### src/rtl/tl_pkg.sv
// Shared definitions for the two-road intersection sequencer:
// light codes, default phase timings and the phase type.
package tl_pkg;

  // Light codes consumed by the per-road trafficlight decoders
  localparam logic [1:0] TL_RED     = 2'b00;
  localparam logic [1:0] TL_YEL     = 2'b01;
  localparam logic [1:0] TL_GRN     = 2'b10;
  localparam logic [1:0] TL_GRN_YEL = 2'b11;

  // Default phase lengths in ticks
  localparam int T_MIN_GREEN  = 10;
  localparam int T_SIDE_GREEN = 8;
  localparam int T_WARN       = 2;
  localparam int T_YELLOW     = 3;
  localparam int T_ALLRED     = 1;
  localparam int CNT_W        = 6;

  // Bit 3 marks maintenance; the eight normal phases use bits [2:0]
  typedef enum logic [3:0] {
    PH_MAIN_GREEN = 4'd0,
    PH_MAIN_WARN  = 4'd1,
    PH_MAIN_YEL   = 4'd2,
    PH_ALLRED_M   = 4'd3,
    PH_SIDE_GREEN = 4'd4,
    PH_SIDE_WARN  = 4'd5,
    PH_SIDE_YEL   = 4'd6,
    PH_ALLRED_S   = 4'd7,
    PH_MAINT      = 4'd8
  } tl_phase_t;

  // Externally visible 3-bit phase; maintenance reports as 7
  function automatic logic [2:0] phase_code(input tl_phase_t p);
    logic [3:0] raw;
    raw = p;
    return (p == PH_MAINT) ? 3'd7 : raw[2:0];
  endfunction

endpackage

### src/rtl/tl_intersection_ctrl_if.sv
// Control/status bundle between the intersection sequencer and its user.
interface tl_intersection_ctrl_if;
  logic       tick;
  logic       side_req;
  logic       maint;
  logic [1:0] main_state;
  logic [1:0] side_state;
  logic [2:0] phase;
  logic       req_pending;

  modport master (
    output tick, side_req, maint,
    input  main_state, side_state, phase, req_pending
  );

  modport slave (
    input  tick, side_req, maint,
    output main_state, side_state, phase, req_pending
  );
endinterface

### src/rtl/tl_phase_timer.sv
// Tick-gated phase timer with clear and optional saturation at limit-1.
module tl_phase_timer #(
  parameter int CNT_W = 6
) (
  input  logic             clk,
  input  logic             rst_n,
  input  logic             tick,
  input  logic             clr,
  input  logic             sat,
  input  logic [CNT_W-1:0] limit,
  output logic [CNT_W-1:0] cnt,
  output logic             done
);

  localparam logic [CNT_W-1:0] ONE = CNT_W'(1);

  logic [CNT_W-1:0] cnt_reg;
  logic             at_last;

  assign at_last = (cnt_reg == limit - ONE);
  assign done    = tick && at_last;
  assign cnt     = cnt_reg;

  // Count ticks; wrap at the last count unless saturating
  always_ff @(posedge clk) begin
    if (!rst_n) begin
      cnt_reg <= '0;
    end else if (clr) begin
      cnt_reg <= '0;
    end else if (tick) begin
      if (at_last) begin
        cnt_reg <= sat ? cnt_reg : '0;
      end else begin
        cnt_reg <= cnt_reg + ONE;
      end
    end
  end

endmodule

### src/rtl/tl_intersection_ctrl.sv
// Two-road intersection sequencer: phase FSM, side-request latch,
// maintenance blink bit and registered light-code outputs.
module tl_intersection_ctrl
  import tl_pkg::*;
#(
  parameter int P_MIN_GREEN  = T_MIN_GREEN,
  parameter int P_SIDE_GREEN = T_SIDE_GREEN,
  parameter int P_WARN       = T_WARN,
  parameter int P_YELLOW     = T_YELLOW,
  parameter int P_ALLRED     = T_ALLRED,
  parameter int P_CNT_W      = CNT_W
) (
  input  logic                  clk,
  input  logic                  rst_n,
  tl_intersection_ctrl_if.slave bus
);

  localparam logic [P_CNT_W-1:0] L_MIN_GREEN  = P_CNT_W'(P_MIN_GREEN);
  localparam logic [P_CNT_W-1:0] L_SIDE_GREEN = P_CNT_W'(P_SIDE_GREEN);
  localparam logic [P_CNT_W-1:0] L_WARN       = P_CNT_W'(P_WARN);
  localparam logic [P_CNT_W-1:0] L_YELLOW     = P_CNT_W'(P_YELLOW);
  localparam logic [P_CNT_W-1:0] L_ALLRED     = P_CNT_W'(P_ALLRED);

  tl_phase_t          state_reg, state_next;
  logic               blink_reg, blink_next;
  logic               req_reg, req_next;
  logic [1:0]         main_reg, main_next;
  logic [1:0]         side_reg, side_next;
  logic [2:0]         phase_reg;
  logic [P_CNT_W-1:0] limit;
  logic [P_CNT_W-1:0] cnt;
  logic               done;
  logic               timer_clr;
  logic               timer_sat;

  tl_phase_timer #(.CNT_W(P_CNT_W)) u_timer (
    .clk   (clk),
    .rst_n (rst_n),
    .tick  (bus.tick),
    .clr   (timer_clr),
    .sat   (timer_sat),
    .limit (limit),
    .cnt   (cnt),
    .done  (done)
  );

  // Length of the phase currently being timed
  always_comb begin
    limit = L_ALLRED;
    case (state_reg)
      PH_MAIN_GREEN:              limit = L_MIN_GREEN;
      PH_MAIN_WARN, PH_SIDE_WARN: limit = L_WARN;
      PH_MAIN_YEL, PH_SIDE_YEL:   limit = L_YELLOW;
      PH_SIDE_GREEN:              limit = L_SIDE_GREEN;
      default:                    limit = L_ALLRED;
    endcase
  end

  // Next phase, blink bit, request latch and timer control
  always_comb begin
    state_next = state_reg;
    blink_next = 1'b0;
    if (bus.maint) begin
      state_next = PH_MAINT;
      blink_next = (state_reg == PH_MAINT) ? (blink_reg ^ bus.tick) : 1'b0;
    end else begin
      case (state_reg)
        PH_MAIN_GREEN: if (done && (req_reg || bus.side_req)) state_next = PH_MAIN_WARN;
        PH_MAIN_WARN:  if (done) state_next = PH_MAIN_YEL;
        PH_MAIN_YEL:   if (done) state_next = PH_ALLRED_M;
        PH_ALLRED_M:   if (done) state_next = PH_SIDE_GREEN;
        PH_SIDE_GREEN: if (done) state_next = PH_SIDE_WARN;
        PH_SIDE_WARN:  if (done) state_next = PH_SIDE_YEL;
        PH_SIDE_YEL:   if (done) state_next = PH_ALLRED_S;
        PH_ALLRED_S:   if (done) state_next = PH_MAIN_GREEN;
        default:       state_next = PH_ALLRED_S;
      endcase
    end

    timer_sat = (state_reg == PH_MAIN_GREEN);
    timer_clr = bus.maint || (state_reg == PH_MAINT) || (state_next != state_reg);

    // Entering side green serves the request and beats a simultaneous set
    if (bus.maint) begin
      req_next = 1'b0;
    end else if (state_next == PH_SIDE_GREEN && state_reg != PH_SIDE_GREEN) begin
      req_next = 1'b0;
    end else begin
      req_next = req_reg | bus.side_req;
    end
  end

  // Light codes for the phase being entered
  always_comb begin
    main_next = TL_RED;
    side_next = TL_RED;
    case (state_next)
      PH_MAIN_GREEN: main_next = TL_GRN;
      PH_MAIN_WARN:  main_next = TL_GRN_YEL;
      PH_MAIN_YEL:   main_next = TL_YEL;
      PH_SIDE_GREEN: side_next = TL_GRN;
      PH_SIDE_WARN:  side_next = TL_GRN_YEL;
      PH_SIDE_YEL:   side_next = TL_YEL;
      PH_MAINT: begin
        main_next = blink_next ? TL_YEL : TL_RED;
        side_next = blink_next ? TL_YEL : TL_RED;
      end
      default: begin
        main_next = TL_RED;
        side_next = TL_RED;
      end
    endcase
  end

  // State and output registers
  always_ff @(posedge clk) begin
    if (!rst_n) begin
      state_reg <= PH_ALLRED_S;
      blink_reg <= 1'b0;
      req_reg   <= 1'b0;
      main_reg  <= TL_RED;
      side_reg  <= TL_RED;
      phase_reg <= 3'd7;
    end else begin
      state_reg <= state_next;
      blink_reg <= blink_next;
      req_reg   <= req_next;
      main_reg  <= main_next;
      side_reg  <= side_next;
      phase_reg <= phase_code(state_next);
    end
  end

  assign bus.main_state  = main_reg;
  assign bus.side_state  = side_reg;
  assign bus.phase       = phase_reg;
  assign bus.req_pending = req_reg;

endmodule
### src/flat_wrapper.sv
// flat-port wrapper written by rule: the top's interface ports become plain ports
module tl_intersection_ctrl_flat import tl_pkg::*;
#(
  parameter int P_MIN_GREEN  = T_MIN_GREEN,
  parameter int P_SIDE_GREEN = T_SIDE_GREEN,
  parameter int P_WARN       = T_WARN,
  parameter int P_YELLOW     = T_YELLOW,
  parameter int P_ALLRED     = T_ALLRED,
  parameter int P_CNT_W      = CNT_W
)
  (clk, rst_n, bus_tick, bus_side_req, bus_maint, bus_main_state, bus_side_state, bus_phase, bus_req_pending);
  tl_intersection_ctrl_if bus_i ();
  input  logic clk;
  input  logic rst_n;
  input wire logic [$bits(bus_i.tick)-1:0] bus_tick;
  input wire logic [$bits(bus_i.side_req)-1:0] bus_side_req;
  input wire logic [$bits(bus_i.maint)-1:0] bus_maint;
  output wire logic [$bits(bus_i.main_state)-1:0] bus_main_state;
  output wire logic [$bits(bus_i.side_state)-1:0] bus_side_state;
  output wire logic [$bits(bus_i.phase)-1:0] bus_phase;
  output wire logic [$bits(bus_i.req_pending)-1:0] bus_req_pending;
  assign bus_i.tick = bus_tick;
  assign bus_i.side_req = bus_side_req;
  assign bus_i.maint = bus_maint;
  assign bus_main_state = bus_i.main_state;
  assign bus_side_state = bus_i.side_state;
  assign bus_phase = bus_i.phase;
  assign bus_req_pending = bus_i.req_pending;
  tl_intersection_ctrl #(.P_MIN_GREEN(P_MIN_GREEN), .P_SIDE_GREEN(P_SIDE_GREEN), .P_WARN(P_WARN), .P_YELLOW(P_YELLOW), .P_ALLRED(P_ALLRED), .P_CNT_W(P_CNT_W)) u_core (.clk(clk), .rst_n(rst_n), .bus(bus_i));
endmodule
### config.mk
export PLATFORM = sky130hd
export DESIGN_NAME = tl_intersection_ctrl_flat
export DESIGN_NICKNAME = d
export VERILOG_FILES = /design/src/rtl/tl_pkg.sv /design/src/rtl/tl_intersection_ctrl_if.sv /design/src/rtl/tl_phase_timer.sv /design/src/rtl/tl_intersection_ctrl.sv /design/src/flat_wrapper.sv
export SDC_FILE = /design/constraint.sdc
export NUM_CORES = 1
export LEC_CHECK = 0
export CAP_MARGIN = 10
export CORE_ASPECT_RATIO = 0.7
export CORE_MARGIN = 2
export CORE_UTILIZATION = 38
export DETAILED_ROUTE_END_ITERATION = 7
export GPL_TIMING_DRIVEN = 0
export PLACE_DENSITY = 0.6
export SKIP_LAST_GASP = 1
export SLEW_MARGIN = 10
export SYNTH_ARGS = -nofsm -noshare
export SYNTH_HDL_FRONTEND = slang
export SYNTH_SLANG_ARGS = --single-unit
### constraint.sdc
create_clock -name clk -period 7.7 [get_ports clk]
set_input_delay 1.54 -clock clk [delete_from_list [all_inputs] [get_ports clk]]
set_output_delay 1.54 -clock clk [all_outputs]
set_load 0.01 [all_outputs]
# Word level (Yosys, flattened, before mapping)
# Cells that the tools add are included.
# totals
ff_bits	19
wordCells	62
# op_classes
bitwise_logic	3
addsub	2
n_mux	18
n_eq_ne	18
n_reduce_logical	14
# ops
op	count
$mux W4	9
$pmux W4 S8	1
$eq A4 B3 Y1 const B	7
$pmux W2 S4	2
$pmux W4 S4	1
$eq A4 B2 Y1 const B	3
$mux W6	2
$eq A4 B1 Y1 const B	2
$eq A4 B4 Y1 const B	2
$logic_not A4 Y1	2
$reduce_or A2 Y1	4
$add A6 B1 Y6 const B	1
$eq A6 B6 Y1	1
$sub A4 B1 Y5 const B	1
$ne A4 B3 Y1 const B	1
$ne A4 B4 Y1	1
$logic_and A1 B1 Y1	3
$logic_or A1 B1 Y1	3
$mux W1	3
$reduce_or A3 Y1	1
$ne A2 B2 Y1 const B	1
$reduce_and A2 Y1	1
$not A1 Y1	1
$or A1 B1 Y1	1
$xor A1 B1 Y1	1

# Longest topological paths before layout
# Gate-level depths: netlist (run 1).
# logic_depth
depth_word	13
mapped_depth	11

# Modules after synthesis
# From an unflattened synthesis (run 1), not the netlist that was laid out.
# hier_totals
hier_cells	154
area_unflattened_um2	1271.2
# modules_own_cells
mod	seq_area_each_um2	cells_per_inst	area_each_um2	n_inst
tl_phase_timer	120.1	79	639.4	1
tl_intersection_ctrl	260.2	75	631.9	1

# Worst setup path before layout (run 1)
# OpenSTA, ideal clock, no wires.
# synth_timing
kind	input to register
start	in bus_tick
end	reg u_core.main_reg[0] (netlist: u_core.bus.main_state[0])
slack_ps	4948
required_ps	7586
setup_time_ps	114
cell_stages	6
arrival_ps	2638
path_buffers	0
path_cell_list	and2_1 -> and4_4 -> a211oi_1 -> or3_1 -> xnor2_1 -> a21o_1
# synth_via
elab_chain_len	7
word_cells_on_any_way	21
classes_between	3 x eq/ne; 14 x mux; 1 x bitwise; 3 x reduce/logical
# synth_rtl
element	line	source
from (decl)	flat_wrapper.sv:15	input wire logic [$bits(bus_i.tick)-1:0] bus_tick;
$logic_and A1 B1 Y1	tl_phase_timer.sv:21	assign done = tick && at_last;
$logic_and A1 B1 Y1	tl_intersection_ctrl.sv:68	PH_MAIN_GREEN: if (done && (req_reg || bus.side_req)) state_next = PH_MAIN_WARN;
$mux W4	tl_intersection_ctrl.sv:68	
$pmux W4 S8	tl_intersection_ctrl.sv:67	case (state_reg)
$mux W4	tl_intersection_ctrl.sv:63	if (bus.maint) begin
$eq A4 B4 Y1 (tied with other cells)	tl_intersection_ctrl.sv:97	case (state_next)
$pmux W2 S4 *	tl_intersection_ctrl.sv:97	
to (signal assigned)	tl_intersection_ctrl.sv:128	main_reg <= main_next;
to (decl)	tl_intersection_ctrl.sv:27	logic [1:0] main_reg, main_next;
# Every way passes the cells marked *; elsewhere a longest branch is shown, timed or not.
# A chain may end at the register's enable or synchronous reset.

# Worst setup path after layout (run 1)
# Same ends and word-level chain as after synthesis.

==> results.sh, run 1 <==
export IMPL_crit_fanout=5
export IMPL_hold_violations=0
export IMPL_cp_arrival_ns=3.41
export IMPL_synth_edf_count=0
export IMPL_p_leak_nw=0.4888
export IMPL_slew_headroom_pct=73.45
export IMPL_ir_drop_v=0.00009718
export IMPL_min_delay_start="u_core.u_timer.cnt[1]$_SDFFE_PP0P_"
export IMPL_reg2reg_from="u_core.state_reg[1]$_SDFF_PN1_"
export IMPL_drv_cap=0
export IMPL_drc=0
export IMPL_p_per_area_nw_per_um2=180.0
export IMPL_ys_seq_area_share_pct=35.68
export IMPL_ys_flop_type="dfxtp_1"
export IMPL_fin_ws_ns=4.451
export IMPL_cts_sinks=19
export IMPL_drive_gt1_share_pct=12.95
export IMPL_cts_setup_buffers=0
export IMPL_ys_ff_latch=19
export IMPL_syn_inst=123
export IMPL_ys_warn_count=0
export IMPL_post_cts_hold_buffer_count=0
export IMPL_diodes=0
export IMPL_cts_root_buf="clkbuf_8"
export IMPL_dpl_hpwl_um=1825
export IMPL_ys_types=46
export IMPL_status="completed"
export IMPL_setup_tns_ns=0
export IMPL_grt_pass1_wl_um=4002
export IMPL_setup_viol_count_final=0
export IMPL_path_clk_slew_ns=0.07
export IMPL_rsz0062_at_grt="false"
export IMPL_worstMarginPinSlew_ns=0.3954
export IMPL_fin_skew_ns=0.004897
export IMPL_rows=16
export IMPL_fin_nets=147
export IMPL_nFillCells=278
export IMPL_hp_class="reg -> reg"
export IMPL_async_reset_ff_share_pct=0
export IMPL_cts_tree="done"
export IMPL_h_tree_depth=1
export IMPL_routed_wl_um=2365
export IMPL_avgRoutedWirePerCell_um=13.51
export IMPL_dpl_worst_slack_ns=4.192
export IMPL_dieArea_um2=3252
export IMPL_final_min_clock_period_ns=3.249
export IMPL_syn_area_per_cell_um2=8.667
export IMPL_first_iter_violations=39
export IMPL_largest_reg_flops=6
export IMPL_antenna_found_initial=0
export IMPL_fp_dieH_um=48.32
export IMPL_syn_num_nets=130
export IMPL_final_common_cell="dfxtp_1"
export IMPL_cts_resized=0
export IMPL_syn_area_um2=1066
export IMPL_start_util_pct=39.15
export IMPL_post_route_period_util_pct=42.20
export IMPL_grtUsageTotal_pct=16.49
export IMPL_numPortBuffers=12
export IMPL_cts_max_path_buffers=2
export IMPL_crit_path_start="bus_tick"
export IMPL_routed_via_density=5.349
export IMPL_grt_start_max_net_pins=11
export IMPL_final_cell_mix="19 x dfxtp_1, 13 x nand2_1, 12 x clkdlybuf4s50_1"
export IMPL_critical_path_class="in -> reg"
export IMPL_grt_pass1_vias=830
export IMPL_num_vias=936
export IMPL_firstDrtPassIters=4
export IMPL_ant_nets=0
export IMPL_cp_end_kind="flip-flop"
export IMPL_io_pins=13
export IMPL_worstSkewPairLatency_ns=0.26
export IMPL_cp_required_ns=7.86
export IMPL_gp_congestion=0.8840
export IMPL_core_um2=2723
export IMPL_overflow=0
export IMPL_fmax_mhz=307.8
export IMPL_area_growth_pct=19.72
export IMPL_r2r_cells=11
export IMPL_hold_path_depth=2
export IMPL_numCtsBuffers=3
export IMPL_die_w_um=67.31
export IMPL_crit_path_start_kind="primary input"
export IMPL_drv_slew=0
==> final cells by class <==
| type | count | area, um2 | area share, % |
|---|---|---|---|
| flip-flops and latches | 19 | 380.4 | 29.80 |
| well taps | 36 | 45.04 | 3.529 |
| multi-input cells | 95 | 641.9 | 50.29 |
| inverters | 5 | 18.77 | 1.471 |
| clock buffers | 4 | 45.04 | 3.529 |
| repair buffers | 12 | 120.1 | 9.412 |
| plain buffers | 4 | 25.02 | 1.961 |
==> report_power, final <==
part / internal, mW / switching, mW
sequential: 0.102 / 0.00280
combinational: 0.0251 / 0.0300
clock: 0.0368 / 0.0326
==> metal layers <==
metal	GRT usage (%)	wire, um	vias to the layer above
li1	-	-	465
met1	24.49	1170	441
met2	22.61	1009	23
met3	5.116	141	7
met4	5.102	43	0
met5	0	0	-
==> stage by stage <==
stage               hold WS, ns  instance area [um2]  std cells  power, mW  util, %
finish                   0.5440                 1276        175     0.2297    46.88
global route             0.5817                 1276        175     0.2445    46.88
CTS                      0.5458                 1276        175     0.2320    46.88
detailed placement       0.5250                 1231        171     0.1619    45.22
global placement         0.5159                 1231        171     0.1609    45.22
floorplan                0.4932                 1066        123     0.1460        -
==> worst max-delay path: stages <==
cell             delay (ns)
clkdlybuf4s50_1        0.59
and2_1                 0.20
and4_4                 0.25
a211oi_1               0.08
or3_1                  0.41
xnor2_1                0.17
a21o_1                 0.18
==> final timing paths <==
kind                                    endpoint  slack (ns)
min           u_core.u_timer.cnt[1]$_SDFFE_PP0P_        0.54
max reg2reg  u_core.bus.main_state[0]$_SDFF_PN0_        4.96
max          u_core.bus.main_state[0]$_SDFF_PN0_        4.45
min reg2reg   u_core.u_timer.cnt[1]$_SDFFE_PP0P_        0.54
==> kinds of logic (layout without fill, tap and decap cells) <==
| kind of cell | count (synthesis) | in the layout | synth area share [%] |
|---|---|---|---|
| AOI/OAI and AO/OA | 24 | 24 | 16.31 |
| xor gates and xnor gates | 10 | 10 | 8.217 |
| adders and majority gates | 2 | 2 | 2.347 |
| buffers and inverters | 9 | 25 | 4.107 |
| DFF | 19 | 19 | 35.68 |
| muxes | 2 | 2 | 3.169 |
| and+or+nand+nor | 57 | 57 | 30.16 |
==> cells in the mapped netlist (all sizes together) (2+ instances only) <==
cell type / n / share of area (%)
nor3b: 2 / 1.4
a21o: 2 / 1.4
nor2b: 5 / 2.9
and2: 2 / 1.2
nor2: 12 / 4.7
nand2: 13 / 4.6
a21oi: 6 / 2.8
nand4: 4 / 2.3
buf: 3 / 2.0
inv: 5 / 1.8
nor3: 5 / 3.3
xor2: 7 / 5.8
xnor2: 3 / 2.5
nand2b: 2 / 1.2
a31oi: 2 / 1.8
and3: 2 / 1.6
dfxtp: 19 / 36
nand3: 2 / 0.94
or3: 3 / 1.8
o21ai: 4 / 1.9
ha: 2 / 2.3
Power figures use the tool's default switching activity.
==> inputs of run 2 (changes only) <==
- clock period: 7.7 -> 3.1 ns (I/O delays scaled with it)
==> results of run 2 <==
The final DEF is identical to that of run 1. Status: completed.
Among the figures that moved: setup slack after placement 4.192 ns -> 0.3765 ns; setup slack after layout 4.451 ns -> 0.3614 ns; start point of the critical path bus_tick -> u_core.state_reg[1]$_SDFF_PN1_; register-to-register setup slack 4.96 ns -> 0.36 ns; total power 0.2297 mW -> 0.5705 mW; worst IR drop on VDD 0.00009718 V -> 0.0002414 V
